File: config.mk
export PLATFORM = sky130hd
export DESIGN_NAME = t03_sprite_fetch_scheduler
export DESIGN_NICKNAME = d
export VERILOG_FILES = /design/src/rtl/t03_sprite_fetch_scheduler.sv
export SDC_FILE = /design/constraint.sdc
export NUM_CORES = 1
export LEC_CHECK = 0
export ABC_AREA = 1
export BUFFER_PORTS_ARGS = -buffer_cell sky130_fd_sc_hd__buf_2
export CAP_MARGIN = 25
export CELL_PAD_IN_SITES_DETAIL_PLACEMENT = 1
export CELL_PAD_IN_SITES_GLOBAL_PLACEMENT = 1
export CORE_ASPECT_RATIO = 0.9
export CORE_MARGIN = 8
export CORE_UTILIZATION = 38
export CTS_CLUSTER_DIAMETER = 40
export DETAILED_ROUTE_END_ITERATION = 8
export PLACE_DENSITY_LB_ADDON = 0.1
export SETUP_SLACK_MARGIN = 0.5
export SLEW_MARGIN = 25
export SYNTH_ARGS = -nofsm -noshare
export SYNTH_HDL_FRONTEND = slang
export SYNTH_SLANG_ARGS = --single-unit
File: constraint.sdc
create_clock -name clk -period 1.65 [get_ports clk]
set_input_delay 0.0825 -clock clk [delete_from_list [all_inputs] [get_ports clk]]
set_output_delay 0.0825 -clock clk [all_outputs]
set_load 0.005 [all_outputs]
File: src/rtl/t03_sprite_fetch_scheduler.sv
// t03_sprite_fetch_scheduler: refills both player sprite buffers from shared sprite memory during vblank
module t03_sprite_fetch_scheduler #(
    parameter int PIXELS  = 300,
    parameter int ADDR_W  = 16,
    parameter int TIMEOUT = 255
) (
    input  logic              clk,
    input  logic              nrst,
    input  logic              vblank_start,
    input  logic              p1_en,
    input  logic              p2_en,
    input  logic [ADDR_W-1:0] p1_base,
    input  logic [ADDR_W-1:0] p2_base,
    input  logic [3:0]        p1_frame,
    input  logic [3:0]        p2_frame,
    output logic              mem_req,
    output logic [ADDR_W-1:0] mem_addr,
    input  logic              mem_ack,
    input  logic [7:0]        mem_rdata,
    output logic              buf_we,
    output logic              buf_sel,
    output logic [8:0]        buf_idx,
    output logic [7:0]        buf_wdata,
    output logic              busy,
    output logic              done,
    output logic              overrun,
    output logic              timeout_err
);
    localparam int WW = $clog2(TIMEOUT + 1);
    typedef enum logic [2:0] {IDLE, FETCH, WRITE, NEXT, FINISH} state_t;
    state_t            state;
    logic              player;
    logic [8:0]        pix;
    logic [WW-1:0]     wait_cnt;
    logic              sh_p2_en;
    logic [ADDR_W-1:0] sh_p2_addr;
    logic [ADDR_W-1:0] p1_start;
    logic [ADDR_W-1:0] p2_start;
    assign p1_start = p1_base + ADDR_W'(p1_frame) * ADDR_W'(PIXELS);
    assign p2_start = p2_base + ADDR_W'(p2_frame) * ADDR_W'(PIXELS);
    // any state other than IDLE (FINISH included) rejects a new vblank
    assign overrun = vblank_start && state != IDLE;
    // sequencer: mem_addr is a running pointer reloaded at each player start
    always_ff @(posedge clk or negedge nrst) begin
        if (!nrst) begin
            state       <= IDLE;
            player      <= 1'b0;
            pix         <= '0;
            wait_cnt    <= '0;
            sh_p2_en    <= 1'b0;
            sh_p2_addr  <= '0;
            mem_req     <= 1'b0;
            mem_addr    <= '0;
            buf_we      <= 1'b0;
            buf_sel     <= 1'b0;
            buf_idx     <= '0;
            buf_wdata   <= '0;
            busy        <= 1'b0;
            done        <= 1'b0;
            timeout_err <= 1'b0;
        end else begin
            buf_we      <= 1'b0;
            done        <= 1'b0;
            timeout_err <= 1'b0;
            case (state)
                IDLE: if (vblank_start) begin
                    sh_p2_en   <= p2_en;
                    sh_p2_addr <= p2_start;
                    pix        <= '0;
                    wait_cnt   <= '0;
                    busy       <= 1'b1;
                    player     <= !p1_en;
                    mem_addr   <= p1_en ? p1_start : p2_start;
                    mem_req    <= p1_en || p2_en;
                    state      <= (p1_en || p2_en) ? FETCH : NEXT;
                end
                FETCH: if (mem_ack) begin
                    mem_req   <= 1'b0;
                    buf_we    <= 1'b1;
                    buf_sel   <= player;
                    buf_idx   <= pix;
                    buf_wdata <= mem_rdata;
                    state     <= WRITE;
                end else if (wait_cnt == WW'(TIMEOUT - 1)) begin
                    mem_req     <= 1'b0;
                    busy        <= 1'b0;
                    timeout_err <= 1'b1;
                    state       <= IDLE;
                end else begin
                    wait_cnt <= wait_cnt + WW'(1);
                end
                WRITE: if (pix != 9'(PIXELS - 1)) begin
                    pix      <= pix + 9'd1;
                    wait_cnt <= '0;
                    mem_addr <= mem_addr + ADDR_W'(1);
                    mem_req  <= 1'b1;
                    state    <= FETCH;
                end else begin
                    state <= NEXT;
                end
                NEXT: if (!player && sh_p2_en) begin
                    player   <= 1'b1;
                    pix      <= '0;
                    wait_cnt <= '0;
                    mem_addr <= sh_p2_addr;
                    mem_req  <= 1'b1;
                    state    <= FETCH;
                end else begin
                    busy  <= 1'b0;
                    done  <= 1'b1;
                    state <= FINISH;
                end
                FINISH: state <= IDLE;
                default: state <= IDLE;
            endcase
        end
    end
endmodule

==> load_flow_metrics.sql, run 1 <==
INSERT INTO impl_metrics (metric_group, metric, value, unit) VALUES
('run_status', 'status', 'did not finish', ''),
('run_status', 'failed_stage', 'global routing', ''),
('run_status', 'error', '[ERROR DPL-0033] detailed placement checks failed during check placement.', ''),
('cts', 'clock_tree.root_cell', 'sky130_fd_sc_hd__clkbuf_16', ''),
('synth', 'async_reset_ff_frac', '1.00', ''),
('placed_design', 'dp.cells', '1322', ''),
('synth', 'yosys.cell_types.count', '48', ''),
('cts', 'cts-buffers-inserted', '9', ''),
('floorplanning', 'placement_rows', '44', ''),
('synth', 'synth.cell_area', '6290', 'um^2'),
('synth', 'ys_seq_elements', '77', ''),
('synth', 'post_synth.cell_area_avg', '6.88', 'um^2'),
('floorplanning', 'fp.dieH', '138', 'um'),
('synth', 'synth-main-ff-cell', 'sky130_fd_sc_hd__dfrtp_1', ''),
('synth', 'synth_seq_area_share', '0.306', ''),
('cts', 'ctsHtreeMaxLevel', '3', ''),
('synth', 'synthCells', '914', ''),
('floorplanning', 'ioPinCount', '94', ''),
('floorplanning', 'initial_core_util', '0.389', ''),
('timing', 'worst_endpoint', 'mem_addr[12]$_DFFE_PN0P_/D', ''),
('cts', 'maximum_root_to_sink_buffer_count', '2', ''),
('floorplanning', 'fp.dieW', '152', 'um'),
('timing', 'worstEndpointType', 'register data pin', ''),
('placed_design', 'count_of_port_buffers_added_during_placement', '93', ''),
('cts', 'numClockSinks', '77', ''),
('global_route', 'grt_start_max_net_pins', '35', ''),
('synth', 'synth_fp_nets', '1024', ''),
('synth', 'yosys_warnings', '0', ''),
('placed_design', 'gp_congestion', '0.853', ''),
('synth', 'number_of_enable_flip_flop_cells_after_synthesis', '0', ''),
('global_route', 'antenna_violations_before_repair', '3', ''),
('placed_design', 'place_hpwl', '17900', 'um');
==> Yosys cell counts (4+ instances only) <==
| master | number | area [um^2] |
|---|---|---|
| sky130_fd_sc_hd__buf_2 | 4 | 20.0 |
| sky130_fd_sc_hd__xnor2_1 | 8 | 70.1 |
| sky130_fd_sc_hd__dfrtp_1 | 77 | 1930 |
| sky130_fd_sc_hd__o21a_1 | 7 | 52.6 |
| sky130_fd_sc_hd__nand4_1 | 20 | 125 |
| sky130_fd_sc_hd__a21boi_1 | 4 | 30.0 |
| sky130_fd_sc_hd__inv_1 | 144 | 541 |
| sky130_fd_sc_hd__nand2_1 | 270 | 1010 |
| sky130_fd_sc_hd__clkbuf_1 | 7 | 26.3 |
| sky130_fd_sc_hd__o211ai_1 | 5 | 37.5 |
| sky130_fd_sc_hd__o21ai_0 | 42 | 210 |
| sky130_fd_sc_hd__o22ai_1 | 4 | 25.0 |
| sky130_fd_sc_hd__and2_1 | 4 | 25.0 |
| sky130_fd_sc_hd__nand3_1 | 97 | 485 |
| sky130_fd_sc_hd__fa_1 | 4 | 80.1 |
| sky130_fd_sc_hd__xor2_1 | 18 | 158 |
| sky130_fd_sc_hd__o21ai_1 | 4 | 20.0 |
| sky130_fd_sc_hd__nor2_1 | 63 | 236 |
| sky130_fd_sc_hd__a21oi_1 | 21 | 105 |
| sky130_fd_sc_hd__nor3_1 | 17 | 85.1 |
| sky130_fd_sc_hd__ha_1 | 52 | 651 |
==> repair_timing <==
action	in CTS
pin swaps	131
hold endpoints to repair	88
resized for setup	285
buffers inserted	56
cloned	10
setup endpoints to repair	78
hold buffers	12
==> kinds of logic after synthesis <==
logic type                 synth area share
DFF                                   0.306
adders and majority gates             0.116
xor gates and xnor gates             0.0362
AOI/OAI and AO/OA                    0.0965
and+or+nand+nor                       0.341
buffers and inverters                 0.104
==> per-stage QoR <==
stage               utilization  setup WS, ns  instance area (um^2)  setup TNS [ns]  hold slack (ns)
floorplan                     -         -1.13                  6770          -17.00           -0.213
global placement          0.515         -1.53                  8330          -27.39          -0.0321
detailed placement        0.515         -1.59                  8330          -29.90          -0.0289
CTS                       0.646         -1.17                 10500          -19.76           0.0453
==> inputs of run 2 (changes only) <==
==> config.mk (replaced) <==
export PLATFORM = sky130hd
export DESIGN_NAME = t03_sprite_fetch_scheduler
export DESIGN_NICKNAME = d
export VERILOG_FILES = /design/src/rtl/t03_sprite_fetch_scheduler.sv
export SDC_FILE = /design/constraint.sdc
export NUM_CORES = 1
export LEC_CHECK = 0
export ABC_AREA = 1
export BUFFER_PORTS_ARGS = -buffer_cell sky130_fd_sc_hd__buf_2
export CAP_MARGIN = 25
export CORE_MARGIN = 8
export CORE_UTILIZATION = 35
export DETAILED_ROUTE_END_ITERATION = 8
export PLACE_DENSITY_LB_ADDON = 0.15
export SLEW_MARGIN = 25
export SYNTH_ARGS = -nofsm -noshare
export SYNTH_HDL_FRONTEND = slang
export SYNTH_SLANG_ARGS = --single-unit
==> constraint.sdc (replaced) <==
create_clock -name clk -period 2.15 [get_ports clk]
set_input_delay 0.1075 -clock clk [delete_from_list [all_inputs] [get_ports clk]]
set_output_delay 0.1075 -clock clk [all_outputs]
set_load 0.005 [all_outputs]
==> load_flow_metrics.sql, run 2 <==
INSERT INTO impl_metrics (metric_group, metric, value, unit) VALUES
('critical_path', 'regToRegSetupSlack', '0.24', 'ns'),
('critical_path', 'worstSetupEndpointType', 'flip-flop', ''),
('global_route', 'grtUsageMet2', '0.289', ''),
('synth', 'yosys.cell_types.count', '48', ''),
('synth', 'synth_seq_area_share', '0.306', ''),
('cts', 'maximum_root_to_sink_buffer_count', '2', ''),
('placed_design', 'count_of_port_buffers_added_during_placement', '93', ''),
('global_route', 'grt_pass1_vias', '6146', ''),
('synth', 'synth_top_cells_by_count', 'sky130_fd_sc_hd__nand2_1 (270), sky130_fd_sc_hd__inv_1 (144), sky130_fd_sc_hd__nand3_1 (97), sky130_fd_sc_hd__dfrtp_1 (77), sky130_fd_sc_hd__nor2_1 (63)', ''),
('placed_design', 'dp.cells', '1292', ''),
('timing', 'fin_hold_ws', '0.0951', 'ns'),
('layout', 'num-fill-cells', '1796', ''),
('floorplanning', 'placement_rows', '49', ''),
('floorplanning', 'initial_core_util', '0.354', ''),
('synth', 'synth-main-ff-cell', 'sky130_fd_sc_hd__dfrtp_1', ''),
('global_route', 'grt_pass1_wl', '30700', 'um'),
('timing', 'rsz0062_at_grt', 'yes', ''),
('critical_path', 'critical_path.slowest_cell', 'sky130_fd_sc_hd__ha_2', ''),
('cts', 'ctsHtreeMaxLevel', '3', ''),
('layout', 'area_delta_synth_final', '43.0', '%'),
('timing', 'final-max-slew-violation-count', '0', ''),
('timing', 'final-hold-violation-count', '0', ''),
('cts', 'cts-buffers-inserted', '9', ''),
('drt', 'drcViolationCount', '0', ''),
('layout', 'antennaDiodeCount', '0', ''),
('power_and_ir_drop', 'worst_ir_drop_vdd', '0.734', 'mV'),
('drt', 'route.final.wire_length', '19300', 'um'),
('critical_path', 'critPathRequiredTime', '2.42', 'ns'),
('layout', 'multi_input_area', '4620', 'um^2'),
('timing', 'layout_min_cycle_time', '2.79', 'ns'),
('synth', 'ys_top_cells_by_area', 'sky130_fd_sc_hd__dfrtp_1 (31%), sky130_fd_sc_hd__nand2_1 (16%), sky130_fd_sc_hd__ha_1 (10%)', ''),
('power_and_ir_drop', 'p_per_area', '1050', 'nW/um^2'),
('layout', 'finalCoreUtilization', '0.506', ''),
('timing', 'period_share', '1.30', ''),
('floorplanning', 'dieArea', '22500', 'um^2'),
('global_route', 'busiest_layer', 'met2', ''),
('power_and_ir_drop', 'power.static_leakage', '4.59', 'nW'),
('synth', 'synth_top_area_cell', 'sky130_fd_sc_hd__dfrtp_1', ''),
('floorplanning', 'fp.dieH', '150', 'um'),
('cts', 'cts.reportedPaths.clkPinSlew', '0.06', 'ns'),
('layout', 'layout-drive-gt1-share', '0.354', ''),
('drt', 'dr.first_iter.drc_count', '228', ''),
('cts', 'tritoncts_clock_tree', 'built', ''),
('timing', 'worstMarginPinSlew', '0.648', 'ns'),
('global_route', 'grt_start_max_net_pins', '47', ''),
('layout', 'footprint_of_the_flip_flops_and_latches', '1930', 'um^2'),
('drt', 'detail_route.vias_per_cell', '4.78', ''),
('cts', 'clk-insertion-delay-late', '0.34', 'ns'),
('run_status', 'violations', 'negative setup slack', ''),
('timing', 'post-route-worst-setup-slack', '-0.641', 'ns'),
('drt', 'antenna_left', '0', ''),
('critical_path', 'crit_path_max_fanout', '4', ''),
('synth', 'number_of_enable_flip_flop_cells_after_synthesis', '0', ''),
('critical_path', 'cpMostUsedCell', 'sky130_fd_sc_hd__nand2_1', ''),
('global_route', 'grt-ovfl-total', '0', ''),
('layout', 'layout_common_cells', 'sky130_fd_sc_hd__nand2_1 (220), sky130_fd_sc_hd__inv_1 (117), sky130_fd_sc_hd__buf_2 (87)', ''),
('power_and_ir_drop', 'finalPower', '0.00947', 'W'),
('layout', 'reg_top3', 'mem_addr: 16 flops, sh_p2_addr: 16 flops', ''),
('layout', 'post_layout_nonfiller_instances', '1330', ''),
('synth', 'synth_most_common_cell', 'sky130_fd_sc_hd__nand2_1', ''),
('synth', 'synthCells', '914', ''),
('synth', 'post_synth.cell_area_avg', '6.88', 'um^2'),
('layout', 'final_common_cell', 'sky130_fd_sc_hd__nand2_1', ''),
('cts', 'numClockSinks', '77', ''),
('cts', 'clock_tree.root_cell', 'sky130_fd_sc_hd__clkbuf_16', ''),
('placed_design', 'pre_cts_ws', '-1.12', 'ns'),
('synth', 'async_reset_ff_frac', '1.00', ''),
('global_route', 'grtUsageMet3', '0.0194', ''),
('timing', 'max_slew_margin', '0.565', ''),
('synth', 'post-synth-top-area-fraction', '0.306', ''),
('floorplanning', 'fp.dieW', '150', 'um'),
('timing', 'max_freq', '358', 'MHz'),
('critical_path', 'worst-setup-path-type', 'input port to flip-flop', ''),
('synth', 'synth.cell_area', '6290', 'um^2'),
('timing', 'setup-violations-final', '18', ''),
('global_route', 'groute.layer.met1.usage', '0.223', ''),
('run_status', 'status', 'finished, violations left', ''),
('synth', 'synth_fp_nets', '1024', ''),
('timing', 'clock_skew', '0.00572', 'ns'),
('placed_design', 'place_hpwl', '14800', 'um'),
('drt', 'vias', '6351', ''),
('hold_path', 'hp-class', 'input port to flip-flop', ''),
('run', 'drv_cap', '0', ''),
('drt', 'route.detailed.wl_per_inst', '14.5', 'um'),
('critical_path', 'critical_path_arrival', '3.06', 'ns'),
('global_route', 'antenna_violations_before_repair', '0', ''),
('floorplanning', 'ioPinCount', '94', ''),
('critical_path', 'crit_path_start_kind', 'input port', ''),
('synth', 'ys_seq_elements', '77', ''),
('synth', 'yosys_warnings', '0', ''),
('global_route', 'track_usage', '0.170', ''),
('placed_design', 'gp_congestion', '0.868', ''),
('critical_path', 'max_stage_delay', '0.41', 'ns'),
('layout', 'final_nets', '1206', ''),
('drt', 'dr.pass1.iters', '4', ''),
('floorplanning', 'core-area', '17800', 'um^2');
==> run 2: cell counts after synthesis <==
No cell type changed its count.
==> run 2: worst max-delay path: cells and delay by family <==
kind,cells,cell delay (ns)
buffers and inverters,4,0.24
AND/OR/NAND/NOR,15,1.11
XOR/XNOR,1,0.16
AO/OA/AOI/OAI,2,0.24
adder cells (fa/ha/maj),4,1.20
==> run 2: cells by family (layout without fill, tap and decap cells) <==
| logic type | Yosys count | count (layout) | synth area share |
|---|---|---|---|
| adder cells (fa/ha/maj) | 56 | 56 | 0.116 |
| AO/OA/AOI/OAI | 102 | 102 | 0.0965 |
| XOR/XNOR | 26 | 26 | 0.0362 |
| flip-flops | 77 | 77 | 0.306 |
| AND/OR/NAND/NOR | 489 | 489 | 0.341 |
| buffers and inverters | 164 | 351 | 0.104 |
==> run 2: power by group <==
group	internal, W	total, W	switching [W]
clock	0.000964	0.00157	0.000610
sequential	0.00197	0.00240	0.000432
combinational	0.00224	0.00550	0.00325
==> run 2: stage by stage <==
| step | setup TNS [ns] | area, um^2 |
|---|---|---|
| 3_5_place_dp | -16.44 | 7780 |
| 4_1_cts | -7.95 | 8600 |
| 3_3_place_gp | -15.87 | 7780 |
| 2_1_floorplan | -7.43 | 6570 |
| 5_1_grt | -11.12 | 9000 |
| 6_report | -8.10 | 9000 |
==> run 2: repair_timing <==
action,CTS,global route
endpoints found under the hold margin,55,0
endpoints found under the setup margin,20,20
cloned,0,0
resized for setup,90,92
setup buffers,7,7
pin swaps,56,54
hold buffers,12,0
==> run 2: worst paths after layout <==
| kind | start | end | depth (start not counted) |
|---|---|---|---|
| worst max-delay path | p2_frame[2] | mem_addr[15] | 26 |
| worst min-delay path | p2_en | state[1] | 4 |
| worst max register to register | state[2] | mem_addr[1] | 10 |
| worst min register to register | buf_wdata[7] | buf_wdata[7] | 2 |
| max in group asynchronous | nrst | buf_wdata[2] | 3 |
| min in group asynchronous | nrst | wait_cnt[7] | 2 |
==> run 2: cell type report <==
type                    count  area share
clock buffers              13      0.0289
clock inverters             3     0.00487
inverters                 148      0.0623
multi-input cells         673       0.514
flip-flops and latches     77       0.214
well taps                 229      0.0318
repair buffers            187       0.144
==> run 2: routing by layer <==
metal  wire, um  vias to the layer above
met5          0                        -
met4        252                        0
met3        697                       16
met2       9340                      105
met1       8980                     2912
li1           -                     3318
Power figures use the tool's default switching activity.
==> inputs of run 3 (changes only) <==
--- a/config.mk
+++ b/config.mk
@@ -12,6 +12,7 @@
 export CORE_UTILIZATION = 35
 export DETAILED_ROUTE_END_ITERATION = 8
 export PLACE_DENSITY_LB_ADDON = 0.15
+export SKIP_LAST_GASP = 1
 export SLEW_MARGIN = 25
 export SYNTH_ARGS = -nofsm -noshare
 export SYNTH_HDL_FRONTEND = slang
==> constraint.sdc (replaced) <==
create_clock -name clk -period 2.15 [get_ports clk]
set_input_delay 0.43 -clock clk [delete_from_list [all_inputs] [get_ports clk]]
set_output_delay 0.43 -clock clk [all_outputs]
set_load 0.005 [all_outputs]
==> load_flow_metrics.sql, run 3 (synthesized netlist as in run 2, its figures left out) <==
INSERT INTO impl_metrics (metric_group, metric, value, unit) VALUES
('timing', 'period_share', '1.44', ''),
('cts', 'ctsHtreeMaxLevel', '3', ''),
('drt', 'route.detailed.wl_per_inst', '14.2', 'um'),
('timing', 'worstMarginPinSlew', '0.546', 'ns'),
('critical_path', 'worstSetupEndpointType', 'flip-flop', ''),
('layout', 'layout-drive-gt1-share', '0.355', ''),
('critical_path', 'critPathRequiredTime', '2.41', 'ns'),
('power_and_ir_drop', 'power.net_switching', '0.00427', 'W'),
('drt', 'dr.pass1.iters', '5', ''),
('critical_path', 'crit_path_start_kind', 'input port', ''),
('power_and_ir_drop', 'power.static_leakage', '4.56', 'nW'),
('global_route', 'antenna_violations_before_repair', '0', ''),
('timing', 'setup-violations-final', '21', ''),
('global_route', 'grt_pass1_wl', '29900', 'um'),
('timing', 'final-hold-violation-count', '0', ''),
('layout', 'antennaDiodeCount', '0', ''),
('global_route', 'grt-ovfl-total', '0', ''),
('power_and_ir_drop', 'worst_ir_drop_vdd', '0.711', 'mV'),
('power_and_ir_drop', 'power_frac_seq', '0.252', ''),
('floorplanning', 'initial_core_util', '0.354', ''),
('cts', 'maximum_root_to_sink_buffer_count', '2', ''),
('timing', 'fin_tns_setup', '-14.26', 'ns'),
('cts', 'clk-insertion-delay-late', '0.34', 'ns'),
('layout', 'num-fill-cells', '1767', ''),
('placed_design', 'placed_area', '7830', 'um^2'),
('critical_path', 'max_stage_delay', '0.48', 'ns'),
('layout', 'final_common_cell', 'sky130_fd_sc_hd__nand2_1', ''),
('floorplanning', 'placement_rows', '49', ''),
('timing', 'post-route-worst-setup-slack', '-0.952', 'ns'),
('timing', 'layout_min_cycle_time', '3.10', 'ns'),
('critical_path', 'regToRegSetupSlack', '0.26', 'ns'),
('cts', 'clock_tree.root_cell', 'sky130_fd_sc_hd__clkbuf_16', ''),
('layout', 'area_delta_synth_final', '41.5', '%'),
('cts', 'cts.reportedPaths.clkPinSlew', '0.06', 'ns'),
('global_route', 'track_usage', '0.165', ''),
('critical_path', 'cp_cell_sequence', 'buf_8 > ha_4 > inv_2 > fa_1 > inv_2 > ha_4 > a21oi_2 > o21ai_2 > buf_4 > buf_4 > xnor2_2 > inv_2 > ha_4 > nand2_2 > inv_1 > nand2_2 > nor3_2 > nand2_1 > nand2_1 > nand2_1 > nand3_1 > nand3_1 > a21oi_1', ''),
('run_status', 'violations', 'negative setup slack', ''),
('run_status', 'status', 'finished, violations left', ''),
('critical_path', 'crit_path_max_fanout', '4', ''),
('layout', 'multi_input_area', '4590', 'um^2'),
('floorplanning', 'dieArea', '22500', 'um^2'),
('hold_path', 'hp-class', 'input port to async pin', ''),
('cts', 'cts-buffers-inserted', '9', ''),
('layout', 'footprint_of_the_flip_flops_and_latches', '1930', 'um^2'),
('floorplanning', 'core-area', '17800', 'um^2'),
('timing', 'final-max-slew-violation-count', '0', ''),
('power_and_ir_drop', 'p_comb_frac', '0.575', ''),
('layout', 'final_nets', '1197', ''),
('critical_path', 'critical_path.slowest_cell', 'sky130_fd_sc_hd__fa_1', ''),
('timing', 'max_freq', '322', 'MHz'),
('floorplanning', 'ioPinCount', '94', ''),
('timing', 'clock_skew', '0.00712', 'ns'),
('drt', 'detail_route.vias_per_cell', '4.82', ''),
('cts', 'numClockSinks', '77', ''),
('layout', 'finalCoreUtilization', '0.500', ''),
('drt', 'vias', '6368', ''),
('drt', 'antenna_left', '0', ''),
('power_and_ir_drop', 'p_per_area', '1070', 'nW/um^2'),
('critical_path', 'critical_path_arrival', '3.36', 'ns'),
('floorplanning', 'fp.dieH', '150', 'um'),
('power_and_ir_drop', 'clockPowerShare', '0.173', ''),
('global_route', 'grt_start_max_net_pins', '41', ''),
('layout', 'stdcell_area', '8900', 'um^2'),
('global_route', 'grt_pass1_vias', '6058', ''),
('placed_design', 'gp_congestion', '0.853', ''),
('layout', 'reg_top3', 'mem_addr: 16 flops, sh_p2_addr: 16 flops', ''),
('placed_design', 'count_of_port_buffers_added_during_placement', '93', ''),
('drt', 'drcViolationCount', '0', ''),
('floorplanning', 'fp.dieW', '150', 'um'),
('drt', 'route.final.wire_length', '18800', 'um'),
('timing', 'max_slew_margin', '0.636', ''),
('timing', 'rsz0062_at_grt', 'yes', ''),
('layout', 'layout_common_cells', 'sky130_fd_sc_hd__nand2_1 (220), sky130_fd_sc_hd__inv_1 (119), sky130_fd_sc_hd__buf_2 (87)', ''),
('critical_path', 'worst-setup-path-type', 'input port to flip-flop', ''),
('cts', 'postCtsHoldBufs', '0', ''),
('drt', 'dr.first_iter.drc_count', '280', ''),
('power_and_ir_drop', 'cell_internal_pwr', '0.00529', 'W'),
('cts', 'tritoncts_clock_tree', 'built', ''),
('run', 'drv_cap', '0', ''),
('placed_design', 'place_hpwl', '14700', 'um'),
('power_and_ir_drop', 'sw_frac_of_total', '0.447', '');
==> run 3: cell types whose count changed in the layout (fill, tap and decap cells not counted), moves of 3 or more <==
| cell | change |
|---|---|
| sky130_fd_sc_hd__dlygate4sd3_1 | -12 |
| sky130_fd_sc_hd__buf_6 | -4 |
| sky130_fd_sc_hd__inv_2 | -3 |
| sky130_fd_sc_hd__nand3_1 | +8 |
| sky130_fd_sc_hd__nand3_2 | -7 |
| sky130_fd_sc_hd__buf_4 | +6 |
==> run 3: final cells by class <==
class,count,area share
clock buffers,11,0.0273
clock inverters,5,0.00928
flip-flops and latches,77,0.217
multi-input cells,673,0.516
well taps,229,0.0322
repair buffers,178,0.135
inverters,148,0.0636
==> run 3: worst paths after layout <==
path,endpoint,cells after the start,from
worst max-delay path,mem_addr[15],23,p1_frame[2]
worst min register to register,buf_wdata[4],2,buf_wdata[4]
min in group clk,timeout_err,2,mem_ack
max in group asynchronous,mem_addr[4],2,nrst
worst min-delay path,wait_cnt[6],1,nrst
worst max register to register,player,9,pix[1]
==> run 3: power groups by stage <==
stage / Sequential, W / Clock (W) / Combinational (W)
after global placement: 0.00241 / 0 / 0.00492
final: 0.00241 / 0.00165 / 0.00549
after floorplan: 0.00235 / 0 / 0.00333
after detailed placement: 0.00243 / 0 / 0.00493
after global routing: 0.00248 / 0.00175 / 0.00613
after CTS: 0.00240 / 0.00168 / 0.00518
==> run 3: per-layer routing <==
metal | share of wire | GRT usage | vias up
li1 | - | - | 3293
met5 | 0 | 0 | -
met4 | 0.015 | 0.0440 | 0
met2 | 0.48 | 0.284 | 132
met3 | 0.042 | 0.0203 | 13
met1 | 0.46 | 0.214 | 2930
==> run 3: timing repair <==
| action | CTS | global route |
|---|---|---|
| endpoints found under the setup margin | 21 | 23 |
| buffers inserted | 7 | 9 |
| pin swaps | 64 | 53 |
| resized for setup | 82 | 90 |
==> run 3: through the flow <==
step / power, W / setup slack (ns) / hold WS (ns) / cells
floorplan: 0.00568 / -0.981 / 0.134 / 914
global placement: 0.00734 / -1.38 / 0.448 / 1293
detailed placement: 0.00735 / -1.45 / 0.453 / 1293
CTS: 0.00926 / -0.944 / 0.0937 / 1315
global route: 0.0104 / -1.15 / 0.126 / 1321
finish: 0.00955 / -0.952 / 0.0739 / 1321
==> run 3: worst max-delay path: cells and delay by family <==
family          cells  cell delay [ns]
fa+ha+maj           4             1.17
simple gates        8             0.61
buf+inv             7             0.61
compound gates      3             0.37
xor+xnor            1             0.15
